==> src/rtl/ofdm_sync_pkg.sv <==
// Shared definitions for the OFDM preamble synchronisation stages:
// detector state encoding and default window/holdoff lengths.
package ofdm_sync_pkg;

    typedef enum logic [1:0] {
        IDLE    = 2'd0,
        SEARCH  = 2'd1,
        HOLDOFF = 2'd2
    } sync_state_e;

    localparam int WIN_LEN_DEF     = 16;
    localparam int HOLDOFF_LEN_DEF = 80;

endpackage

==> src/rtl/preamble_peak_detector_if.sv <==
// Sample stream in, detection report out, for the preamble peak detector.
interface preamble_peak_detector_if #(
    parameter int DATA_SIZE = 16,
    parameter int CNT_W     = 16
);
    logic                 en;
    logic [DATA_SIZE-1:0] in_corr;
    logic [DATA_SIZE-1:0] in_porog;
    logic                 out_valid;
    logic [DATA_SIZE-1:0] out_peak;
    logic [CNT_W-1:0]     out_index;
    logic                 out_busy;

    modport master (
        output en, in_corr, in_porog,
        input  out_valid, out_peak, out_index, out_busy
    );

    modport slave (
        input  en, in_corr, in_porog,
        output out_valid, out_peak, out_index, out_busy
    );
endinterface

==> src/rtl/preamble_peak_detector_peak_tracker.sv <==
// Running maximum of the search window with the index where it occurred.
// Strict-greater compare, so the earliest of equal samples is kept.
module peak_tracker #(
    parameter int DATA_SIZE = 16,
    parameter int CNT_W     = 16
) (
    input  logic                 clk,
    input  logic                 rst,
    input  logic                 init,
    input  logic                 update,
    input  logic [DATA_SIZE-1:0] in_corr,
    input  logic [CNT_W-1:0]     in_idx,
    output logic                 better,
    output logic [DATA_SIZE-1:0] peak_nxt,
    output logic [CNT_W-1:0]     idx_nxt
);
    logic [DATA_SIZE-1:0] peak_q, peak_d;
    logic [CNT_W-1:0]     idx_q, idx_d;

    assign better = in_corr > peak_q;

    always_comb begin
        peak_d = peak_q;
        idx_d  = idx_q;
        if (init || update) begin
            peak_d = in_corr;
            idx_d  = in_idx;
        end
    end

    // The next value is exported so a closing sample can be reported on its own edge.
    assign peak_nxt = peak_d;
    assign idx_nxt  = idx_d;

    always_ff @(posedge clk) begin
        if (rst) begin
            peak_q <= '0;
            idx_q  <= '0;
        end else begin
            peak_q <= peak_d;
            idx_q  <= idx_d;
        end
    end
endmodule

==> src/rtl/preamble_peak_detector.sv <==
// Preamble peak detector: threshold crossing opens a search window, the largest
// sample in it is reported once, then further detections are held off.
module preamble_peak_detector
    import ofdm_sync_pkg::*;
#(
    parameter int DATA_SIZE      = 16,
    parameter int CNT_W          = 16,
    parameter int WIN_LEN        = WIN_LEN_DEF,
    parameter int MAX_SEARCH_LEN = 64,
    parameter int HOLDOFF_LEN    = HOLDOFF_LEN_DEF
) (
    input  logic                     clk,
    input  logic                     rst,
    preamble_peak_detector_if.slave  bus
);
    localparam int WIN_W  = $clog2(WIN_LEN + 1);
    localparam int SRCH_W = $clog2(MAX_SEARCH_LEN + 1);
    localparam int HOLD_W = $clog2(HOLDOFF_LEN + 1);

    sync_state_e          state_q, state_d;
    logic [CNT_W-1:0]     sample_idx_q, sample_idx_d;
    logic [WIN_W-1:0]     win_cnt_q, win_cnt_d;
    logic [SRCH_W-1:0]    search_cnt_q, search_cnt_d;
    logic [HOLD_W-1:0]    hold_cnt_q, hold_cnt_d;
    logic                 out_valid_q, out_valid_d;
    logic [DATA_SIZE-1:0] out_peak_q, out_peak_d;
    logic [CNT_W-1:0]     out_index_q, out_index_d;
    logic                 out_busy_q, out_busy_d;

    logic                 trk_init, trk_update, trk_better;
    logic [DATA_SIZE-1:0] trk_peak_nxt;
    logic [CNT_W-1:0]     trk_idx_nxt;

    peak_tracker #(.DATA_SIZE(DATA_SIZE), .CNT_W(CNT_W)) u_peak_tracker (
        .clk      (clk),
        .rst      (rst),
        .init     (trk_init),
        .update   (trk_update),
        .in_corr  (bus.in_corr),
        .in_idx   (sample_idx_q),
        .better   (trk_better),
        .peak_nxt (trk_peak_nxt),
        .idx_nxt  (trk_idx_nxt)
    );

    always_comb begin
        state_d      = state_q;
        sample_idx_d = sample_idx_q;
        win_cnt_d    = win_cnt_q;
        search_cnt_d = search_cnt_q;
        hold_cnt_d   = hold_cnt_q;
        out_valid_d  = 1'b0;
        out_peak_d   = out_peak_q;
        out_index_d  = out_index_q;
        out_busy_d   = out_busy_q;
        trk_init     = 1'b0;
        trk_update   = 1'b0;

        if (bus.en) begin
            sample_idx_d = sample_idx_q + CNT_W'(1);
            case (state_q)
                IDLE: begin
                    if (bus.in_corr > bus.in_porog) begin
                        state_d      = SEARCH;
                        trk_init     = 1'b1;
                        win_cnt_d    = '0;
                        search_cnt_d = SRCH_W'(1);
                    end
                end
                SEARCH: begin
                    search_cnt_d = search_cnt_q + SRCH_W'(1);
                    if (trk_better) begin
                        trk_update = 1'b1;
                        win_cnt_d  = '0;
                    end else begin
                        win_cnt_d  = win_cnt_q + WIN_W'(1);
                    end
                    if (win_cnt_d == WIN_W'(WIN_LEN) ||
                        search_cnt_d >= SRCH_W'(MAX_SEARCH_LEN)) begin
                        out_valid_d = 1'b1;
                        out_peak_d  = trk_peak_nxt;
                        out_index_d = trk_idx_nxt;
                        hold_cnt_d  = '0;
                        state_d     = HOLDOFF;
                    end
                end
                HOLDOFF: begin
                    hold_cnt_d = hold_cnt_q + HOLD_W'(1);
                    if (hold_cnt_d == HOLD_W'(HOLDOFF_LEN)) begin
                        state_d = IDLE;
                    end
                end
                default: state_d = IDLE;
            endcase
            out_busy_d = (state_d != IDLE);
        end
    end

    always_ff @(posedge clk) begin
        if (rst) begin
            state_q      <= IDLE;
            sample_idx_q <= '0;
            win_cnt_q    <= '0;
            search_cnt_q <= '0;
            hold_cnt_q   <= '0;
            out_valid_q  <= 1'b0;
            out_peak_q   <= '0;
            out_index_q  <= '0;
            out_busy_q   <= 1'b0;
        end else begin
            state_q      <= state_d;
            sample_idx_q <= sample_idx_d;
            win_cnt_q    <= win_cnt_d;
            search_cnt_q <= search_cnt_d;
            hold_cnt_q   <= hold_cnt_d;
            out_valid_q  <= out_valid_d;
            out_peak_q   <= out_peak_d;
            out_index_q  <= out_index_d;
            out_busy_q   <= out_busy_d;
        end
    end

    assign bus.out_valid = out_valid_q;
    assign bus.out_peak  = out_peak_q;
    assign bus.out_index = out_index_q;
    assign bus.out_busy  = out_busy_q;
endmodule

==> src/flat_wrapper.sv <==
// flat-port wrapper written by rule: the top's interface ports become plain ports
module preamble_peak_detector_flat import ofdm_sync_pkg::*;
#(
    parameter int DATA_SIZE      = 16,
    parameter int CNT_W          = 16,
    parameter int WIN_LEN        = WIN_LEN_DEF,
    parameter int MAX_SEARCH_LEN = 64,
    parameter int HOLDOFF_LEN    = HOLDOFF_LEN_DEF
)
  (clk, rst, bus_en, bus_in_corr, bus_in_porog, bus_out_valid, bus_out_peak, bus_out_index, bus_out_busy);
  preamble_peak_detector_if #(.DATA_SIZE(DATA_SIZE), .CNT_W(CNT_W)) bus_i ();
  input  logic clk;
  input  logic rst;
  input wire logic [$bits(bus_i.en)-1:0] bus_en;
  input wire logic [$bits(bus_i.in_corr)-1:0] bus_in_corr;
  input wire logic [$bits(bus_i.in_porog)-1:0] bus_in_porog;
  output wire logic [$bits(bus_i.out_valid)-1:0] bus_out_valid;
  output wire logic [$bits(bus_i.out_peak)-1:0] bus_out_peak;
  output wire logic [$bits(bus_i.out_index)-1:0] bus_out_index;
  output wire logic [$bits(bus_i.out_busy)-1:0] bus_out_busy;
  assign bus_i.en = bus_en;
  assign bus_i.in_corr = bus_in_corr;
  assign bus_i.in_porog = bus_in_porog;
  assign bus_out_valid = bus_i.out_valid;
  assign bus_out_peak = bus_i.out_peak;
  assign bus_out_index = bus_i.out_index;
  assign bus_out_busy = bus_i.out_busy;
  preamble_peak_detector #(.DATA_SIZE(DATA_SIZE), .CNT_W(CNT_W), .WIN_LEN(WIN_LEN), .MAX_SEARCH_LEN(MAX_SEARCH_LEN), .HOLDOFF_LEN(HOLDOFF_LEN)) u_core (.clk(clk), .rst(rst), .bus(bus_i));
endmodule
==> config.mk <==
export PLATFORM = sky130hd
export DESIGN_NAME = preamble_peak_detector_flat
export DESIGN_NICKNAME = d
export VERILOG_FILES = /design/src/rtl/ofdm_sync_pkg.sv /design/src/rtl/preamble_peak_detector_if.sv /design/src/rtl/preamble_peak_detector_peak_tracker.sv /design/src/rtl/preamble_peak_detector.sv /design/src/flat_wrapper.sv
export SDC_FILE = /design/constraint.sdc
export NUM_CORES = 1
export LEC_CHECK = 0
export ABC_CLOCK_PERIOD_IN_PS = 4700
export BUFFER_PORTS_ARGS = -buffer_cell sky130_fd_sc_hd__clkbuf_2
export CAP_MARGIN = 20
export CORE_MARGIN = 2
export CORE_UTILIZATION = 55
export DETAILED_ROUTE_END_ITERATION = 7
export HOLD_SLACK_MARGIN = 0.06
export PLACE_DENSITY_LB_ADDON = 0.2
export SKIP_CTS_REPAIR_TIMING = 1
export SLEW_MARGIN = 20
export SYNTH_ARGS = -nofsm -noshare
export SYNTH_HDL_FRONTEND = slang
export SYNTH_SLANG_ARGS = --single-unit
==> constraint.sdc <==
create_clock -name clk -period 4.7 [get_ports clk]
set_input_delay 0.47 -clock clk [delete_from_list [all_inputs] [get_ports clk]]
set_output_delay 0.47 -clock clk [all_outputs]
set_load 0.01 [all_outputs]
==> results of run 1 <==
-- cell families after synthesis --
kind of cell,share of synthesized area (%)
and+or+nand+nor,15.6
adders and majority gates,9.48
AOI/OAI and AO/OA,14.5
DFF,43.4
buffers and inverters,5.69
xor gates and xnor gates,4.06
muxes,7.17
-- through the flow --
step           power (µW)  setup WS [ns]
2_1_floorplan        1060           2.11
3_3_place_gp         1100           1.47
3_5_place_dp         1110           1.34
4_1_cts              1720           1.64
5_1_grt              1780           1.32
6_report             1710           1.65
-- where the power goes --
group          leakage, µW  switching (µW)  internal [µW]
clock             0.000112             303            320
sequential        0.000832            9.53            887
combinational      0.00140             111           77.5
total              0.00234             424           1280
-- sequential cells by signal, summed over array words and instances (netlist names) --
name and flops:
u_core.bus.out_index 16, u_core.bus.out_valid 1, u_core.sample_idx_q 16, u_core.u_peak_tracker.idx_q 16
u_core.u_peak_tracker.peak_q 16, u_core.search_cnt_q 7, u_core.bus.out_busy 1, u_core.bus.out_peak 16
u_core.win_cnt_q 5, u_core.hold_cnt_q 7, u_core.state_q 2
-- layer usage --
layer  global-route usage (%)  up-vias  wire, µm
li1                         -     1889         -
met4                     6.61        0       139
met5                        0        -         0
met1                     28.5     1803      4700
met3                     4.70       15       371
met2                     34.1       83      4630
-- layout by cell type (no fill, tap or decap), types with 12 or more instances in the layout --
| cell type | count |
|---|---|
| o2bb2ai_1 | 32 |
| inv_1 | 35 |
| xor2_1 | 13 |
| nor2_1 | 70 |
| ha_1 | 36 |
| dfxtp_1 | 103 |
| nand3_1 | 15 |
| clkbuf_2 | 68 |
| nand2_1 | 27 |
| a21oi_1 | 25 |
| nand4_1 | 12 |
| mux2i_1 | 34 |
-- worst min path at each step --
| stage | start | depth (start not counted) | end |
|---|---|---|---|
| 6_report | bus_in_corr[0] | 3 | u_core.u_peak_tracker.peak_q[0] |
| 5_1_grt | bus_in_corr[0] | 3 | u_core.u_peak_tracker.peak_q[0] |
| 4_1_cts | bus_in_corr[0] | 3 | u_core.u_peak_tracker.peak_q[0] |
| 3_5_place_dp | u_core.bus.out_index[2] | 1 | u_core.bus.out_index[2] |
| 3_3_place_gp | u_core.bus.out_index[10] | 1 | u_core.bus.out_index[10] |
| 2_1_floorplan | u_core.search_cnt_q[6] | 2 | u_core.search_cnt_q[6] |
-- layout make-up --
cell class | count | area share, %
Clock buffer | 11 | 2.64
Clock inverter | 5 | 1.63
Inverter | 35 | 2.45
Multi-Input combinational cell | 343 | 45.3
Sequential cell | 103 | 38.5
Tap cell | 105 | 2.45
Timing Repair Buffer | 73 | 7.05
-- worst max-delay path, cell delays in order (launching register included) --
cell and delay [ns]:
dfxtp_1 0.34, inv_1 0.04, ha_1 0.31, nand4_1 0.20
nor4_2 0.41, a31oi_2 0.14, o21bai_4 0.77, buf_4 0.36
mux2i_1 0.26, o2bb2ai_1 0.09
==> summary.md, run 1 <==
| Metric | Value |
|---|---|
| Status | `complete, no violations` |
| Post-Syn Area | `0.00475 mm²` |
| Area occupied by registers | `0.00206 mm²` |
| Max FO, Critical Path | `23` |
| Reg2reg start | `u_core.u_peak_tracker.peak_q[15]` |
| Critical R2R Capture | `u_core.bus.out_index[9]` |
| IO buf count | `68` |
| VDD IR max | `0.224 mV` |
| Clock Skew | `approximately 0.0090 ns` |
| Hold WS | `between 0.3 and 0.4 ns` |
| Fmax achieved | `328 MHz` |
| Placed cells | `659` |
| Dpl cell area | `slightly above 0.005 mm²` |
| FILL cells | `between 700 and 800` |
| Final antenna-violating net count | `0` |
| I/O Pins | `slightly below 70` |
| CTS tree | `built` |
| Total CTS buffers | `9` |
| Area share of the largest cell type after synthesis | `between 40 and 50%` |
| Vias in the first global route | `about 3600` |
| Core region area | `slightly above 0.008 mm²` |
| Worst setup path startpoint | `u_core.u_peak_tracker.peak_q[15]` |
| Vias per inst | `approximately 5.6` |
| Gr usage total | `a little over a fifth` |
| Hold Path Class | `in -> reg` |
| Reg clk slew, reported paths | `roughly 0.090 ns` |
| Worst slew margin | `37.9%` |
| Height of the die | `96.9 µm` |
| Cell Pwr Density | `between 300 and 400 mW/mm²` |
| WL/cell | `14.6 µm` |
| Reg2Reg Depth | `9` |
| Maxcap violations | `0` |
| Ratio of cells with drive above 1 in the final layout | `about 17%` |
| Drt total wl | `slightly below 10000 µm` |
| Footprint of the multi-input gates | `0.00243 mm²` |
| Final setup vio count | `0` |
| Max-slew violations | `0` |
| Final Hold Viols | `0` |
| Ranking of synthesized cells by instance count | `dfxtp_1 (103), nor2_1 (70), ha_1 (36)` |
| Largest net degree at the start of global routing | `between 50 and 60` |
| Final HPWL DP | `7020 µm` |
| Clock latency on the worst-skew pair | `between 0.3 and 0.4 ns` |
| Distinct cells, synth | `48` |
| Clock sinks | `~100` |
| Reg2reg setup slack | `around 1.7 ns` |
| Worst slew pin tran | `approximately 0.93 ns` |
| Post-Layout Cell Count | `675` |
| WP data required | `4.95 ns` |
| Cell taking the most area after synthesis | `dfxtp_1` |
| Number of synthesized flops with an enable pin | `0` |
| Total grt overflow | `0` |
| NumNets Final | `about 640` |
| Sequential-to-total area share from yosys stat | `43.4%` |
| Lkg Pwr | `~0.0023 µW` |
| Cells after Synth | `just over 500` |
| Die X | `~97 µm` |
| CTS root buffer | `clkbuf_8` |
| Initial DRC count | `110` |
| Row count | `33` |
| Avg Cell Area, Syn | `~9.4 µm²` |
| Die ar. | `0.00939 mm²` |
| Initial Utilization | `57.2%` |
| Setup CP Type | `reg -> reg` |
| Post-route setup TNS | `0 ns` |
| Post-layout util | `64.6%` |
| RSZ-0062 raised after global routing | `no` |
| Startpoint types | `register` |
| GPL Wtd Cong | `around 0.87` |
| Global-route wire length before repair | `16800 µm` |
| Min Tclk post-route | `3.05 ns` |
| Top-count cell post-synth | `dfxtp_1` |
| Antenna violations before repair | `0` |
| CP endpoint | `u_core.bus.out_index[9]` |
| DRT Pass-1 Iters | `4` |
| Residual DRC | `0` |
| Routed via count | `3790` |
| Crit. End Element | `register` |
| CP Data Arrival Time | `between 3 and 4 ns` |
| Top post-synthesis cells by area | `dfxtp_1 (43%), ha_1 (9.5%), mux2i_1 (7.2%)` |
| Fin area | `0.00536 mm²` |
| H-tree lvl count | `3` |
| Final Cycle Share | `between 60% and 70%` |
| Synth Register Bits | `between 100 and 150` |
| Area growth syn-to-layout | `12.9%` |
| Top FF cell, synth | `dfxtp_1` |
| Syn. warnings | `0` |
| Syn_nets | `between 500 and 600` |
| Antenna cells | `0` |
| FFs w/ async S/R, synth | `0%` |
| Clock buffer depth | `2` |
Power figures use the tool's default switching activity.
==> run 2, diff against run 1 <==
ABC_AREA = 1   (was unset)
ABC_CLOCK_PERIOD_IN_PS = 2850   (was 4700)
clock period = 2.85 ns   (was 4.7 ns; I/O delays follow)
==> run 2 against run 1 <==
Compared with the run above:
- combinational power increased by 88%
- sequential power increased by 66%
- critical path depth increased by 4
- hold slack got worse by 0.19 ns
- sequential cell count unchanged
- synthesized cell count increased by 40%
- area after synthesis increased by 8.8%
- cell count increased by 31%
- critical path type unchanged
- largest cell class unchanged
- largest power group unchanged
==> summary.md, run 2 <==
| Metric | Value |
|---|---|
| FFs w/ async S/R, synth | `0%` |
| Max FO, Critical Path | `22` |
| Slowest cell delay on critical path | `approximately 0.34 ns` |
| Status | `complete, no violations` |
| Area share of the largest cell type after synthesis | `about two fifths` |
| CP Data Arrival Time | `around 2.6 ns` |
| CP endpoint | `u_core.bus.out_peak[8]` |
| Crit-path cells | `inv_1 -> ha_1 -> a21oi_1 -> nand2_1 -> a21oi_1 -> nand2_1 -> nand2_1 -> nand2_2 -> nand2_2 -> nand2_2 -> buf_4 -> nor2_1 -> nor2_1` |
| Final Hold Viols | `0` |
| Hold Path Class | `in -> reg` |
| CTS tree | `built` |
| Footprint of the multi-input gates | `between 0.002 and 0.003 mm²` |
| Global-route wire length before repair | `roughly 20000 µm` |
| H-tree lvl count | `3` |
| Maxcap violations | `0` |
| CTS root buffer | `clkbuf_8` |
| Initial DRC count | `176` |
| Cell Pwr Density | `just under 500 mW/mm²` |
| Number of synthesized flops with an enable pin | `0` |
| Fmax achieved | `~430 MHz` |
| VDD IR max | `0.237 mV` |
| Startpoint types | `register` |
| NumNets Final | `approximately 840` |
| Top-count cell post-synth | `nand2_1` |
| Lkg Pwr | `between 0.002 and 0.003 µW` |
| Top FF cell, synth | `dfxtp_1` |
| Clock latency on the worst-skew pair | `0.38 ns` |
| Commonest non-fill, non-tap cell in the layout | `nand2_1` |
| Final Cycle Share | `81.8%` |
| Int Power | `2020 µW` |
| WP data required | `3.12 ns` |
| Max-slew violations | `0` |
| Cells after Synth | `707` |
| Die X | `between 100 and 150 µm` |
| Initial Utilization | `56.2%` |
| Vias in the first global route | `roughly 4500` |
| Worst slew pin tran | `between 0.5 and 0.6 ns` |
| Reg clk slew, reported paths | `approximately 0.10 ns` |
| Sequential share of power | `52.5%` |
| Residual DRC | `0` |
| Worst slew margin | `between 60% and 70%` |
| Sequential-to-total area share from yosys stat | `approximately two fifths` |
| Comb pwr share | `12.5%` |
| Clock buffer depth | `2` |
| Final setup vio count | `0` |
| Distinct cells, synth | `36` |
| Post-layout util | `a little over three fifths` |
| DRT Pass-1 Iters | `4` |
| Final HPWL DP | `8290 µm` |
| Critical R2R Capture | `u_core.bus.out_peak[8]` |
| Ratio of cells with drive above 1 in the final layout | `approximately 15%` |
| Area growth syn-to-layout | `11.6%` |
| Height of the die | `101 µm` |
| Worst setup path startpoint | `u_core.u_peak_tracker.peak_q[11]` |
| Sw Pwr | `about 810 µW` |
| Commonest non-fill, non-tap cells in the layout | `nand2_1 (137), dfxtp_1 (103), nor2_1 (102)` |
| Cell taking the most area after synthesis | `dfxtp_1` |
| RSZ-0062 raised after global routing | `no` |
| WL/cell | `between 10 and 15 µm` |
| Clock Skew | `approximately 0.015 ns` |
| Final antenna-violating net count | `0` |
| Synth Register Bits | `about 100` |
| Syn. warnings | `0` |
| FILL cells | `roughly 840` |
| I/O Pins | `69` |
| Core region area | `just over 0.009 mm²` |
| Sw frac | `between 20 and 30%` |
| Drt total wl | `11500 µm` |
| Hold WS | `approximately 0.21 ns` |
| Crit. End Element | `register` |
| Worst path bufs/invs | `2` |
| Die ar. | `just over 0.01 mm²` |
| Reg2reg start | `u_core.u_peak_tracker.peak_q[11]` |
| Routed via count | `between 4000 and 5000` |
| Setup CP Type | `reg -> reg` |
| Ranking of synthesized cells by instance count | `nand2_1 (137), dfxtp_1 (103), nor2_1 (102)` |
| Clock sinks | `slightly above 100` |
| Gr usage total | `a little under a quarter` |
| Syn_nets | `between 700 and 800` |
| Crit path depth | `13` |
| GPL Wtd Cong | `a little over 0.8` |
| Area occupied by registers | `a little over 0.002 mm²` |
| Largest net degree at the start of global routing | `56` |
| Min Tclk post-route | `2.33 ns` |
| Slowest stage cell, crit path | `dfxtp_1` |
| Reg2Reg Depth | `13` |
| Reg2reg setup slack | `approximately 0.52 ns` |
| Antenna violations before repair | `0` |
| Post-route setup TNS | `0 ns` |
| Top post-synthesis cells by area | `dfxtp_1 (40%), nand2_1 (10%), ha_1 (8.7%)` |
| Total grt overflow | `0` |
| Avg Cell Area, Syn | `approximately 7.3 µm²` |
| Clock power share | `about a third` |
| Post-Syn Area | `around 0.0052 mm²` |
| Total CTS buffers | `9` |
| Row count | `35` |
| Cell family with the largest share of critical-path delay | `simple AND/OR/NAND/NOR gates` |
| Vias per inst | `roughly 5.3` |
| Antenna cells | `0` |
| IO buf count | `between 60 and 70` |
-- run 2: power groups by stage --
stage	clock network, µW	registers (µW)	logic [µW]
floorplan	0	1520	263
global placement	0	1520	339
detailed placement	0	1520	353
CTS	1010	1490	356
global route	1070	1490	406
finish	991	1490	356
-- run 2: logic make-up (layout without fill, tap and decap cells) --
family          after synthesis  after routing  synth area share, %
compound gates              134            134                 13.8
xor+xnor                     10             10                 1.70
fa+ha+maj                    36             36                 8.72
buf+inv                      97            162                 8.52
flops                       103            103                 39.9
simple gates                327            327                 27.4
-- run 2: metal layers --
layer / vias to the layer above / global-route usage, % / part of all wire [%]
met3: 16 / 4.23 / 4.0
li1: 2428 / - / -
met4: 0 / 7.59 / 1.3
met1: 2125 / 29.7 / 47
met2: 93 / 41.7 / 47
met5: - / 0 / 0
-- run 2: worst min-delay path by stage --
stage / startpoint / end / depth (start not counted)
finish: bus_in_corr[10] / u_core.u_peak_tracker.peak_q[10] / 3
global route: bus_in_corr[7] / u_core.u_peak_tracker.peak_q[7] / 3
CTS: bus_in_corr[0] / u_core.u_peak_tracker.peak_q[0] / 3
detailed placement: u_core.u_peak_tracker.idx_q[5] / u_core.u_peak_tracker.idx_q[5] / 2
global placement: u_core.sample_idx_q[12] / u_core.sample_idx_q[12] / 2
floorplan: bus_en / u_core.sample_idx_q[0] / 1
-- run 2: metrics by stage --
| stage | std cells | power, µW | worst slack (ns) | area (µm²) |
|---|---|---|---|---|
| 2_1_floorplan | 707 | 1780 | 1.08 | 5170 |
| 3_3_place_gp | 867 | 1860 | 0.479 | 5550 |
| 3_5_place_dp | 867 | 1870 | 0.452 | 5550 |
| 4_1_cts | 883 | 2860 | 0.505 | 5770 |
| 5_1_grt | 883 | 2970 | 0.318 | 5770 |
| 6_report | 883 | 2840 | 0.518 | 5770 |
-- run 2: final cells by class --
class	count	area share, %
multi-input combinational	507	46.2
sequential	103	35.8
timing repair buffer	78	7.42
inverter	68	4.43
tap	111	2.41
clock buffer	9	2.15
clock inverter	7	1.65
-- run 2: tightest hold or removal path, cell delays in order --
cell,delay [ns]
clkbuf_2,0.11
nand3_2,0.08
a21oi_1,0.06
==> run 3, diff against run 2 <==
ABC_AREA = 0   (was 1)
ABC_CLOCK_PERIOD_IN_PS = 2250   (was 2850)
clock period = 2.25 ns   (was 2.85 ns; I/O delays follow)
==> run 3 against run 2 <==
Compared with the run above:
- first-iteration DRC count decreased by 16%
- largest power group unchanged
- power up 31%
- global-route usage down 1.4 points
- highest routed layer unchanged
- non-clock buffer count increased by 38
- sequential cell count did not move
- clock power rose by 24%
- the flow now finishes with violations (negative setup slack)
==> summary.md, run 3 (synthesis results as in run 1) <==
| Metric | Value |
|---|---|
| RSZ-0062 raised after global routing | `yes` |
| VDD IR max | `between 0.4 and 0.5 mV` |
| Setup CP Type | `reg -> reg` |
| Drt total wl | `~12000 µm` |
| Worst setup margin | `-0.121 ns` |
| Final HPWL DP | `slightly below 8000 µm` |
| Ratio of cells with drive above 1 in the final layout | `36.4%` |
| Crit. End Element | `register` |
| Largest net degree at the start of global routing | `slightly above 40` |
| Met3 WL post-DR | `440 µm` |
| Die ar. | `around 0.0094 mm²` |
| Row count | `33` |
| Total CTS buffers | `9` |
| Post-Layout Cell Count | `slightly above 700` |
| Antenna cells | `0` |
| Fin area | `between 0.006 and 0.007 mm²` |
| Max-slew violations | `0` |
| Lkg Pwr | `between 0.002 and 0.003 µW` |
| H-tree lvl count | `3` |
| Worst slew margin | `between 70 and 80%` |
| CTS root buffer | `clkbuf_8` |
| M1 WL | `approximately 5300 µm` |
| Die X | `between 90 and 100 µm` |
| Dpl cell area | `0.00557 mm²` |
| Commonest non-fill, non-tap cell in the layout | `dfxtp_1` |
| FILL cells | `just under 600` |
| Critical R2R Capture | `u_core.u_peak_tracker.peak_q[1]` |
| Vias per inst | `between 5 and 6` |
| Routed via count | `roughly 4000` |
| Commonest non-fill, non-tap cells in the layout | `dfxtp_1 (91), nor2_1 (69), clkbuf_2 (68)` |
| Clock Skew | `roughly 0.018 ns` |
| Clock latency on the worst-skew pair | `~0.39 ns` |
| Cell depth of the worst hold path | `2` |
| Hold Startpoint | `rst` |
| Cell Pwr Density | `approximately 600 mW/mm²` |
| NumNets Final | `679` |
| Clock sinks | `about 100` |
| Status | `complete, but fails checks` |
| Area growth syn-to-layout | `32.8%` |
| Max FO, Critical Path | `19` |
| Residual DRC | `0` |
| Antenna violations before repair | `0` |
| Final antenna-violating net count | `0` |
| WP data required | `between 2 and 3 ns` |
| Reg2Reg Depth | `9` |
| Top routing layer used | `met4` |
| CP Data Arrival Time | `approximately 2.6 ns` |
| Height of the die | `slightly below 100 µm` |
| Min-Delay Endpoint | `u_core.u_peak_tracker.peak_q[12]` |
| IO buf count | `between 60 and 70` |
| Final setup vio count | `64` |
| Reg2reg start | `u_core.u_peak_tracker.peak_q[11]` |
| Maxcap violations | `0` |
| Hold Path Class | `in -> reg` |
| Global-route wire length before repair | `17400 µm` |
| CTS tree | `built` |
| Total grt overflow | `0` |
| Core region area | `between 0.008 and 0.009 mm²` |
| Gr usage total | `about 22%` |
| Reg2reg setup slack | `-0.12 ns` |
| Initial Utilization | `a little under three fifths` |
| Startpoint types | `register` |
| Clock buffer depth | `2` |
| GPL Wtd Cong | `0.871` |
| Final Cycle Share | `105%` |
| Fmax achieved | `~420 MHz` |
| WL/cell | `between 15 and 20 µm` |
| Placed cells | `between 600 and 700` |
| DRT Pass-1 Iters | `4` |
| Vias in the first global route | `3753` |
| Min Tclk post-route | `2.37 ns` |
| Failing checks | `negative setup slack` |
| Reg clk slew, reported paths | `roughly 0.12 ns` |
| I/O Pins | `69` |
| Final Hold Viols | `0` |
| Initial DRC count | `between 100 and 150` |
| Worst slew pin tran | `approximately 0.44 ns` |
| Met2 wire length | `roughly 6000 µm` |
==> run 3: cell type report <==
type	instances	area (µm²)	share of cell area (%)
Multi-Input combinational cell	343	2940	46.6
Sequential cell	103	2080	32.9
Timing Repair Buffer	116	798	12.7
Inverter	35	144	2.28
Tap cell	105	131	2.08
Clock buffer	9	124	1.96
Clock inverter	7	93.8	1.49
==> run 3: worst max-delay path, cell delays in order (launching register included) <==
cell and delay, ns:
dfxtp_2 0.35, inv_2 0.04, ha_4 0.26, nand4_1 0.22
nor4_4 0.44, a31oi_4 0.09, o21bai_4 0.22, buf_12 0.23
mux2i_1 0.29, nor2_1 0.10
==> run 3: how the worst max path moves through the flow <==
| stage | slack, ns | depth (start not counted) | end | start |
|---|---|---|---|---|
| floorplan | -0.05 | 10 | u_core.bus.out_peak[2] | bus_in_corr[5] |
| global placement | -0.24 | 10 | u_core.bus.out_peak[4] | bus_in_corr[10] |
| detailed placement | -0.28 | 10 | u_core.bus.out_index[3] | bus_in_corr[5] |
| CTS | -0.22 | 11 | u_core.bus.out_index[3] | u_core.u_peak_tracker.peak_q[15] |
| global route | -0.22 | 10 | u_core.bus.out_index[0] | u_core.u_peak_tracker.peak_q[13] |
| finish | -0.12 | 9 | u_core.u_peak_tracker.peak_q[1] | u_core.u_peak_tracker.peak_q[11] |
==> run 3: report_power, final <==
group          switching (µW)  internal [µW]  total, µW
clock network             768            461       1230
registers                23.6           1860       1880
logic                     316            284        600
==> run 3: layer usage <==
| layer | track usage, % | vias up |
|---|---|---|
| met3 | 4.12 | 20 |
| met2 | 38.1 | 80 |
| met5 | 0 | - |
| li1 | - | 1977 |
| met4 | 7.37 | 0 |
| met1 | 28.6 | 1924 |
==> run 3: stage by stage <==
step	TNS (ns)	util, %	hold slack, ns	total power [µW]	setup slack, ns
finish	-4.06	76.0	0.180	3710	-0.121
global route	-10.72	76.0	0.198	3870	-0.218
CTS	-11.65	69.7	0.157	3600	-0.217
detailed placement	-15.27	67.1	0.445	2400	-0.279
global placement	-12.42	67.1	0.443	2380	-0.235
floorplan	-1.93	-	0.388	2230	-0.0520
